$ cat src/rtl/bitmove_cmd_seq.sv
// Command sequencer for the bit-move engine: queues move descriptors and replays
// each one as SRC/DST/LEN/CTRL register writes, then waits for done/error/timeout.
module bitmove_cmd_seq #(
    parameter int DEPTH   = 4,
    parameter int TIMEOUT = 1024
) (
    input  logic                     clk,
    input  logic                     reset,
    input  logic                     cmdValid,
    output logic                     cmdReady,
    input  logic [31:0]              cmdSrc,
    input  logic [31:0]              cmdDst,
    input  logic [31:0]              cmdLen,
    output logic                     sRW,
    output logic                     sSel,
    output logic [2:0]               sAddr,
    output logic [31:0]              sWdata,
    input  logic                     busy,
    input  logic                     done,
    input  logic                     errSeen,
    output logic                     cplValid,
    output logic                     cplErr,
    output logic                     cplTimeout,
    output logic [15:0]              cplCount,
    output logic                     seqBusy,
    output logic [$clog2(DEPTH):0]   level
);

    localparam int AW = $clog2(DEPTH);
    localparam int LW = AW + 1;
    localparam int TW = $clog2(TIMEOUT);

    typedef enum logic [2:0] {
        S_IDLE, S_WR_SRC, S_WR_DST, S_WR_LEN, S_WR_GO, S_WAIT, S_REPORT
    } state_t;

    state_t          state_q, state_d;

    logic [31:0]     src_mem_q [DEPTH];
    logic [31:0]     dst_mem_q [DEPTH];
    logic [31:0]     len_mem_q [DEPTH];
    logic [AW-1:0]   wr_ptr_q, rd_ptr_q;
    logic [LW-1:0]   level_q, level_d;
    logic            push, pop, fifo_empty;

    logic [31:0]     dst_q, len_q;
    logic [TW-1:0]   timer_q;
    logic            timer_last;
    logic            err_q, tmo_q;
    logic [15:0]     cpl_count_q;
    logic [2:0]      s_addr_q, s_addr_d;
    logic [31:0]     s_wdata_q, s_wdata_d;

    // ---------------- descriptor FIFO ----------------
    assign fifo_empty = (level_q == '0);
    assign cmdReady   = (level_q < LW'(DEPTH));
    assign push       = cmdValid && cmdReady;
    assign pop        = (state_q == S_IDLE) && (state_d == S_WR_SRC);

    always_comb begin
        level_d = level_q;
        unique case ({push, pop})
            2'b10:   level_d = level_q + LW'(1);
            2'b01:   level_d = level_q - LW'(1);
            default: level_d = level_q;
        endcase
    end

    // Storage needs no reset: level/pointers gate every read.
    always_ff @(posedge clk) begin
        if (push) begin
            src_mem_q[wr_ptr_q] <= cmdSrc;
            dst_mem_q[wr_ptr_q] <= cmdDst;
            len_mem_q[wr_ptr_q] <= cmdLen;
        end
    end

    always_ff @(posedge clk) begin
        if (reset) begin
            wr_ptr_q <= '0;
            rd_ptr_q <= '0;
            level_q  <= '0;
        end else begin
            if (push) wr_ptr_q <= wr_ptr_q + AW'(1);
            if (pop)  rd_ptr_q <= rd_ptr_q + AW'(1);
            level_q <= level_d;
        end
    end

    // ---------------- FSM ----------------
    always_ff @(posedge clk) begin
        if (reset) state_q <= S_IDLE;
        else       state_q <= state_d;
    end

    assign timer_last = (timer_q == TW'(TIMEOUT - 1));

    always_comb begin
        state_d = state_q;
        unique case (state_q)
            S_IDLE:   if (!fifo_empty && !busy) state_d = S_WR_SRC;
            S_WR_SRC: state_d = S_WR_DST;
            S_WR_DST: state_d = S_WR_LEN;
            S_WR_LEN: state_d = S_WR_GO;
            S_WR_GO:  state_d = S_WAIT;
            S_WAIT:   if (done || errSeen || timer_last) state_d = S_REPORT;
            S_REPORT: state_d = S_IDLE;
            default:  state_d = S_IDLE;
        endcase
    end

    // Register-port address/data are computed from the next state so they are
    // registered yet line up with the cycle in which sSel is high.
    always_comb begin
        sSel       = (state_q == S_WR_SRC) || (state_q == S_WR_DST) ||
                     (state_q == S_WR_LEN) || (state_q == S_WR_GO);
        sRW        = sSel;
        cplValid   = (state_q == S_REPORT);
        cplErr     = cplValid && err_q;
        cplTimeout = cplValid && tmo_q;
        s_addr_d   = s_addr_q;
        s_wdata_d  = s_wdata_q;
        unique case (state_d)
            S_WR_SRC: begin s_addr_d = 3'd0; s_wdata_d = src_mem_q[rd_ptr_q]; end
            S_WR_DST: begin s_addr_d = 3'd1; s_wdata_d = dst_q;               end
            S_WR_LEN: begin s_addr_d = 3'd2; s_wdata_d = len_q;               end
            S_WR_GO:  begin s_addr_d = 3'd3; s_wdata_d = 32'd1;               end
            default:  ;
        endcase
    end

    // ---------------- datapath registers ----------------
    always_ff @(posedge clk) begin
        if (reset) begin
            dst_q       <= '0;
            len_q       <= '0;
            timer_q     <= '0;
            err_q       <= 1'b0;
            tmo_q       <= 1'b0;
            cpl_count_q <= '0;
            s_addr_q    <= '0;
            s_wdata_q   <= '0;
        end else begin
            s_addr_q  <= s_addr_d;
            s_wdata_q <= s_wdata_d;
            if (pop) begin
                dst_q <= dst_mem_q[rd_ptr_q];
                len_q <= len_mem_q[rd_ptr_q];
            end
            if (state_q == S_WR_GO)     timer_q <= '0;
            else if (state_q == S_WAIT) timer_q <= timer_q + TW'(1);
            // Error wins over timeout when both coincide.
            if (state_q == S_WAIT && state_d == S_REPORT) begin
                err_q <= errSeen;
                tmo_q <= timer_last && !done && !errSeen;
            end
            if (state_q == S_REPORT) cpl_count_q <= cpl_count_q + 16'd1;
        end
    end

    assign sAddr    = s_addr_q;
    assign sWdata   = s_wdata_q;
    assign cplCount = cpl_count_q;
    assign level    = level_q;
    assign seqBusy  = (state_q != S_IDLE) || !fifo_empty;

endmodule

$ cat config.mk
export PLATFORM = sky130hd
export DESIGN_NAME = bitmove_cmd_seq
export DESIGN_NICKNAME = d
export VERILOG_FILES = /design/src/rtl/bitmove_cmd_seq.sv
export SDC_FILE = /design/constraint.sdc
export NUM_CORES = 1
export LEC_CHECK = 0
export BUFFER_PORTS_ARGS = -buffer_cell sky130_fd_sc_hd__buf_2
export CAP_MARGIN = 25
export CORE_UTILIZATION = 25
export CTS_CLUSTER_SIZE = 14
export DETAILED_ROUTE_END_ITERATION = 16
export SYNTH_ARGS = -nofsm -noshare
export SYNTH_HDL_FRONTEND = slang
export SYNTH_SLANG_ARGS = --single-unit
$ cat constraint.sdc
create_clock -name clk -period 4.4 [get_ports clk]
set_clock_uncertainty 0.1 [all_clocks]
set_input_delay 0.22 -clock clk [delete_from_list [all_inputs] [get_ports clk]]
set_output_delay 0.22 -clock clk [all_outputs]
set_load 0.01 [all_outputs]
# After elaboration in Yosys (flattened, before gate mapping)
# Memory sizes are Yosys's and may differ from the RTL's. A register that Yosys moved wholly into a read port is not among the register bits.
# Index checks and enable logic that the tools add are counted.
# word_totals
register_bits	73
ram_bits	384
in_bits	102
out_inout_bits	61
wordCells	68
n_memories	3
# mem_list
name	depth	word_bits	rd	rd_ports_with_merged_regs	wr	line_no	text
dst_mem_q	4	32	1	1	1	40	logic [31:0] dst_mem_q [DEPTH];
len_mem_q	4	32	1	1	1	41	logic [31:0] len_mem_q [DEPTH];
src_mem_q	4	32	1	1	1	39	logic [31:0] src_mem_q [DEPTH];
# op_classes
n_addsub	6
order_cmp	1
n_eq_ne	14
muxes	10
reduce_logical	24
# ops
operator	n
$pmux W32 S4	1
$pmux W3 S6	1
$add A16 B1 Y16 const B	1
$eq A3 B3 Y1 const B	5
$eq A3 B2 Y1 const B	4
$pmux W3 S4	1
$add A10 B1 Y10 const B	1
$eq A10 B10 Y1 const B	1
$logic_and A1 B1 Y1	8
$eq A3 B1 Y1 const B	2
$logic_not A3 Y1	2
$logic_or A1 B1 Y1	6
$mux W3	2
$pmux W3 S2	1
$add A2 B1 Y2 const B	2
$logic_not A1 Y1	4
$mux W2	2
$reduce_bool A4 Y1	1
$add A3 B1 Y3 const B	1
$lt A3 B3 Y1 const B	1
$reduce_bool A3 Y1	1
$sub A3 B1 Y3 const B	1
$eq A2 B1 Y1 const B	1
$eq A2 B2 Y1 const B	1
3 further kinds	4

# Longest topological paths before layout
# Gate-level depths: netlist of run 1.
# depth
ltp_word	9
depth_mapped	11
ltp_nobuf	9

# Least setup slack after synthesis of run 1
# No wires, ideal clock.
# synth_path
path_kind	register -> register
start	register level_q[2] (netlist: level[2])
end	memory dst_mem_q[1][0] (enable)
setup_ns	0.466
arrival_time_ns	2.956
required_time_ns	3.834
setup_slack_ns	0.878
stages_incl_launch_ff	4
path_buffers	1
synth_period_minus_slack_ns	3.522
cell_sequence	dfxtp_1 nor2b_1 clkbuf_1 and2_1
# synth_via
elab_chain_cells	4
# synth_rtl
element	line_no	text
start: declaration	43	logic [LW-1:0] level_q, level_d;
start signal: assignment	86	level_q <= level_d;
$lt A3 B3 Y1	56	assign cmdReady = (level_q < LW'(DEPTH));
$logic_and A1 B1 Y1	57	assign push = cmdValid && cmdReady;
$mux W1	71	if (push) begin
$mux W1 (not written as such)	73	dst_mem_q[wr_ptr_q] <= cmdDst;
end: declaration	40	
# No other way between the ends.

# Final worst setup path of run 1
# layout_path
start	register state_q[2]
end	register level_q[2] (netlist: level[2])
# layout_via
elab_chain_cells	6
elab_cells_between_ends	15
classes_between	8 x eq/ne; 4 x mux; 3 x reduce/logical
# layout_rtl
element	line_no	text
start: declaration	37	state_t state_q, state_d;
start signal: assignment	93	else state_q <= state_d;
$eq A3 B3 Y1, or another cell as far along	100	unique case (state_q)
$pmux W3 S6	100	
$eq A3 B1 Y1	58	assign pop = (state_q == S_IDLE) && (state_d == S_WR_SRC);
$logic_and A1 B1 Y1 *	58	
$eq A2 B1 Y1 or $eq A2 B2 Y1 (tied branches)	62	unique case ({push, pop})
$pmux W3 S2 or $reduce_bool A2 Y1 (tied branches)	--	
# Mark *: on every way between the ends. The rest lies on a longest branch, timed or not.
# A chain may end at the register's enable or synchronous reset.

==> results of run 1 <==
## registers in the layout (all words and copies together), names as in the netlist, 2 cells and up, named ones only
signal	cells
rd_ptr_q	2
timer_q	10
sWdata	32
wr_ptr_q	2
len_q	32
state_q	3
cplCount	16
len_mem_q	128
level	3
src_mem_q	128
sAddr	2
dst_q	32
dst_mem_q	128
## per-layer routing
metal / up-vias / share of wire / track usage
li1: 4988 / - / -
met1: 5605 / 0.42 / 0.151
met4: 22 / 0.021 / 0.0324
met2: 319 / 0.48 / 0.202
met5: - / 0.0030 / 0
met3: 90 / 0.071 / 0.0359
## cells in the mapped netlist (all sizes together) (2+ instances only)
cell type / count / share of area
a21oi: 83 / 0.021
a222oi: 31 / 0.016
and2: 7 / 0.0023
and3: 4 / 0.0013
and3b: 2 / 0.00090
and4: 3 / 0.0014
buf: 41 / 0.013
clkbuf: 33 / 0.0064
dfxtp: 138 / 0.14
edfxtp: 384 / 0.59
ha: 7 / 0.0045
inv: 10 / 0.0019
mux4: 96 / 0.11
nand2: 143 / 0.028
nand2b: 3 / 0.00097
nand3: 8 / 0.0027
nand3b: 2 / 0.00077
nand4: 10 / 0.0035
nand4b: 3 / 0.0014
nor2: 35 / 0.0068
nor2b: 2 / 0.00064
nor3: 5 / 0.0013
nor4: 2 / 0.00064
o21ai: 9 / 0.0023
o21bai: 3 / 0.0012
o2bb2ai: 32 / 0.014
or2: 2 / 0.00064
or3: 6 / 0.0019
xnor2: 14 / 0.0063
xor2: 10 / 0.0045
## where the power goes
group	switching, uW	internal [uW]
Clock	1950	2810
Combinational	1580	1230
Sequential	515	6020
## through the flow
stage	setup slack, ps	cells	hold slack, ps	util
final	1440	2477	40.5	0.318
after global placement	1440	2269	330	0.279
after CTS	1390	2475	11.8	0.318
after floorplan	878	1138	219	-
after global routing	1220	2475	41.6	0.318
after detailed placement	1400	2271	335	0.280
## critical path, cell delays in order, from the launching register on
cell     delay [ps]
dfxtp_1         460
nor2_1          500
nand3_4         140
inv_4           360
ha_1            270
inv_1            60
fa_1            370
xor2_1          160
or3_1           310
a21oi_1         140
## cell families (layout without fill, tap and decap cells)
logic type | count (synthesis) | count (layout) | share of synthesized area
DFF | 522 | 522 | 0.737
other | 1 | 3 | 0.000193
muxes | 98 | 98 | 0.113
xor gates and xnor gates | 24 | 24 | 0.0108
AOI/OAI and AO/OA | 161 | 161 | 0.0573
adders and majority gates | 8 | 8 | 0.00555
buffers and inverters | 84 | 391 | 0.0210
and+or+nand+nor | 240 | 240 | 0.0560
## layout by cell type, fill, tap and decap left out, drive strengths merged, types with 8 or more instances in the layout
master,Yosys,final
dlygate4sd3,0,99
mux4,96,96
nor2,35,35
inv,10,14
xnor2,14,14
dfxtp,138,138
o2bb2ai,32,32
nand2,143,143
o21ai,9,9
buf,41,177
clkinv,0,22
a21oi,83,83
a222oi,31,31
nand4,10,10
clkbuf,33,69
xor2,10,10
nand3,8,8
edfxtp,384,384
## cell type report
cell class	count	share of cell area
flip-flops and latches	522	0.590
inverters	10	0.00165
multi-input cells	532	0.195
clock buffers	69	0.0628
clock inverters	36	0.0146
diodes	2	0.000206
well taps	1030	0.0532
repair buffers	276	0.0823
## timing repair
action                                 CTS  global route
buffers inserted                         0             0
endpoints found under the hold margin  388             0
hold buffers                            99             0
## worst max path at each step
stage | start | endpoint | slack [ps] | depth (start not counted)
after floorplan | level[2] | dst_mem_q[1][0] | 880 | 3
after global placement | state_q[2] | level[2] | 1440 | 9
after detailed placement | state_q[2] | level[2] | 1400 | 9
after CTS | state_q[2] | level[2] | 1390 | 9
after global routing | state_q[2] | level[2] | 1220 | 9
final | state_q[2] | level[2] | 1440 | 9
==> qor.yml, run 1 <==
drv_cap: 0
dieWidth_um: 281
path_class: "reg -> reg"
ys.flop_type: "edfxtp_1"
leakage_uw: 0.00797
critPathMaxFanout: 38
reg2regPathDepth: 9
drt_first_pass_iters: 6
power_density_nw_per_um2: 582
async_flop_share: 0
regArea_um2: 14300
synth_nets: 1248
multiInputGateArea_um2: 4730
worstHoldEndpoint: "cplCount[2]"
vias_per_cell: 4.45
dpl.hpwl_mm: 28.4
fillers: 7525
grt_pass1_wl_mm: 71.2
peakVddDrop_mv: 0.308
grt_max_degree: 69
cp.arrival_ps: 3390
die_area_um2: 78700
slew_violations: 0
netlist_area_um2: 19400
timing.hold.worst_path_depth: 2
drc: 0
outcome: "complete, no violations"
tightestPinTransition_ps: 893
end_kind: "register"
r2r_slack_ps: 1440
wl_mm: 47.7
clk_pin_slew_worst_paths_ps: 60
dpl-instance-area_um2: 21400
antenna_left: 0
synth_edf_count: 384
cts_buffers: 56
fmax_mhz: 338
numClockSinks: 522
rows: 101
ys_types: 46
final_area_um2: 24200
yosys_warnings: 0
grt_pass1_vias: 11400
cp-start-kind: "register"
cts_resized: 0
initial_core_util: 0.254
overflow: 0
ioPinCount: 163
hold_viol_final: 0
core_area_um2: 76300
total_power_uw: 14100
rsz0062_at_grt: "false"
vias: 11000
r2r-end: "level[2]"
cts-htree-levels: 2
final_layout_size_suffix_gt1_frac: 0.265
syn_to_final_growth_pct: 24.9
tns_ps: 0
finalSetupViolations: 0
place.gp.congestion: 0.743
nNetsFinal: 1508
cts_tree: "done"
postSynthAreaPerCell_um2: 17.1
ys_seq_elements: 522
first_iter_violations: 826
root_buffer: "clkbuf_16"
required_ps: 4830
clockBufferDepth: 3
reg2reg_from: "state_q[2]"
fin_crit_sh: 0.672
clk-insertion-delay-late_ps: 600
synth_cells: 1138
routedWlPerCell_um: 19.2
ys_seq_area_frac: 0.737
hp-start: "reset"
grt_usage: 0.121
period_needed_ps: 2960
io_buffer_count: 161
slew_headroom: 0.405
dieHeight_um: 281
antenna_found_initial: 15
hp-class: "in -> reg"
Note: power is estimated with default switching activity, not from simulation.
==> inputs of run 2 (changes only) <==
--- a/config.mk
+++ b/config.mk
@@ -5,6 +5,7 @@
 export SDC_FILE = /design/constraint.sdc
 export NUM_CORES = 1
 export LEC_CHECK = 0
+export ABC_AREA = 1
 export BUFFER_PORTS_ARGS = -buffer_cell sky130_fd_sc_hd__buf_2
 export CAP_MARGIN = 25
 export CORE_UTILIZATION = 25
==> constraint.sdc (replaced) <==
create_clock -name clk -period 2.4 [get_ports clk]
set_clock_uncertainty 0.1 [all_clocks]
set_input_delay 0.12 -clock clk [delete_from_list [all_inputs] [get_ports clk]]
set_output_delay 0.12 -clock clk [all_outputs]
set_load 0.01 [all_outputs]
==> run 2 against run 1 <==
Compared with the run above: via count rose by 29%; global-route usage is 1.3 points higher; utilization rose by 0.14 points.
==> qor.yml, run 2 <==
slew_headroom: 0.579
tns_ps: 0
critPathLaunch: "state_q[0]"
hold_viol_final: 0
cts_buffers: 55
top_regs: "dst_mem_q x128, len_mem_q x128, src_mem_q x128"
antenna_found_initial: 14
critPathMaxFanout: 25
cts_post_setup_buffers_inserted: 0
synth_top_area_share: 0.570
synth.most_common_cell: "edfxtp_1"
clk_pin_slew_worst_paths_ps: 60
fillers: 8001
async_flop_share: 0
final_layout_size_suffix_gt1_frac: 0.154
vias_per_cell: 4.48
period_needed_ps: 2200
multiInputGateArea_um2: 5230
tightestPinTransition_ps: 632
path_class: "reg -> out"
initial_core_util: 0.254
leakage_uw: 0.00916
outcome: "complete, no violations"
ioPinCount: 163
antenna_left: 0
grt_usage: 0.134
hp-class: "in -> reg"
synth_top_cell_by_area: "edfxtp_1"
netlist_top_cells_area: "edfxtp_1 57%, dfxtp_1 14%, nand2_1 5.9%"
cts-htree-levels: 2
dieWidth_um: 286
drt_first_pass_iters: 5
ys_types: 37
routedWlPerCell_um: 17.5
numClockSinks: 522
overflow: 0
netlist_area_um2: 20200
die_area_um2: 82000
dpl.hpwl_mm: 36.5
required_ps: 2180
postSynthAreaPerCell_um2: 11.0
end_kind: "output pin"
grt_pass1_vias: 13500
met2_usage: 0.212
place.gp.congestion: 0.787
first_iter_violations: 1179
synth_edf_count: 384
ys.flop_type: "edfxtp_1"
ys_seq_elements: 522
dpl-instance-area_um2: 22500
finalSetupViolations: 0
drv_cap: 0
crit_path_top_delay_cell: "buf_4"
peakVddDrop_mv: 0.576
cp-start-kind: "register"
yosys_warnings: 0
power_density_nw_per_um2: 1100
rsz0062_at_grt: "false"
io_buffer_count: 161
synth_common_cells: "384 x edfxtp_1, 320 x nand2_1, 299 x nor2_1"
regArea_um2: 14300
path_cells: "buf_4 -> o21ai_2 -> buf_4 -> nand2_1 -> buf_2"
root_buffer: "clkbuf_16"
hp-start: "cmdDst[6]"
gr-max-usage-layer: "met2"
worst_path_most_repeated_cell: "buf_4"
synth_nets: 1941
clk-insertion-delay-late_ps: 620
final_area_um2: 25400
clockBufferDepth: 3
ys_seq_area_frac: 0.707
cp_slowest_stage_delay_ps: 350
slew_violations: 0
nNetsFinal: 2200
reg2reg_from: "state_q[1]"
syn_to_final_growth_pct: 25.4
fmax_mhz: 454
use_met3: 0.0308
finalCoreUtilization: 0.319
cts_tree: "done"
cp.arrival_ps: 1980
synth_cells: 1831
layout_commonest_cell: "edfxtp_1"
core_area_um2: 79500
wl_mm: 55.9
grt_pass1_wl_mm: 83.9
grt_use_met1: 0.181
rows: 103
grt_max_degree: 99
drc: 0
fin_crit_sh: 0.918
layout_common_cells: "384 x edfxtp_1, 319 x nand2_1, 295 x nor2_1, 214 x o21ai_0, 161 x buf_2"
vias: 14300
dieHeight_um: 286
==> run 2: changes by cell type in the layout (fill, tap and decap cells not counted), moves of 36 or more <==
cell / change
o21ai_0: +205
mux4_2: -96
inv_1: +36
o22ai_1: +64
nand3_1: +136
nor2_1: +262
nand2_1: +176
==> run 2: through the flow <==
stage	std cells	power, uW	setup WS (ps)	hold slack [ps]
finish	3189	27900	198	167
global route	3188	29400	10.6	151
CTS	3187	28200	151	145
detailed placement	2981	19400	323	237
global placement	2981	19400	265	236
floorplan	1831	16500	-89.2	119
==> run 2: timing repair <==
action                     in CTS  in global routing
setup endpoints to repair       0                  0
hold buffers                  102                  0
hold endpoints to repair      414                  0
resized for setup               0                  0
==> run 2: cells by family (layout without fill, tap and decap cells) <==
logic type / after synthesis / in the layout / share of synthesized area
compound gates: 339 / 339 / 0.0883
simple gates: 792 / 792 / 0.161
buf+inv: 166 / 472 / 0.0368
other cells: 1 / 3 / 0.000185
flops: 522 / 522 / 0.707
xor+xnor: 3 / 3 / 0.00130
fa+ha+maj: 8 / 8 / 0.00532
==> run 2: final timing paths <==
check,cells after the start,slack [ps],end
setup / recovery,5,200,sSel
setup reg to reg,12,290,level[2]
hold reg to reg,2,360,tmo_q
hold / removal,2,170,dst_mem_q[2][6]
==> run 2: per-layer routing <==
metal | wire [um] | up-vias
li1 | - | 6908
met1 | 25000 | 6839
met2 | 25900 | 384
met3 | 3430 | 118
met4 | 1440 | 24
met5 | 154 | -
==> run 2: report_power, final <==
part	switching, uW	internal [uW]
combinational	5280	2310
sequential	556	11200
clock	3600	5000
==> run 2: critical path, delay by kind of cell, from the launching register on <==
| family | cells | cell delay, ps |
|---|---|---|
| buffers and inverters | 3 | 700 |
| DFF | 1 | 310 |
| and+or+nand+nor | 1 | 190 |
| AOI/OAI and AO/OA | 1 | 160 |
==> run 2: cell type report <==
class	instances	area share
Antenna cell	2	0.000197
Clock buffer	70	0.0593
Clock inverter	34	0.0132
Inverter	57	0.00883
Multi-Input combinational cell	1143	0.206
Sequential cell	522	0.564
Tap cell	1050	0.0518
Timing Repair Buffer	311	0.0966
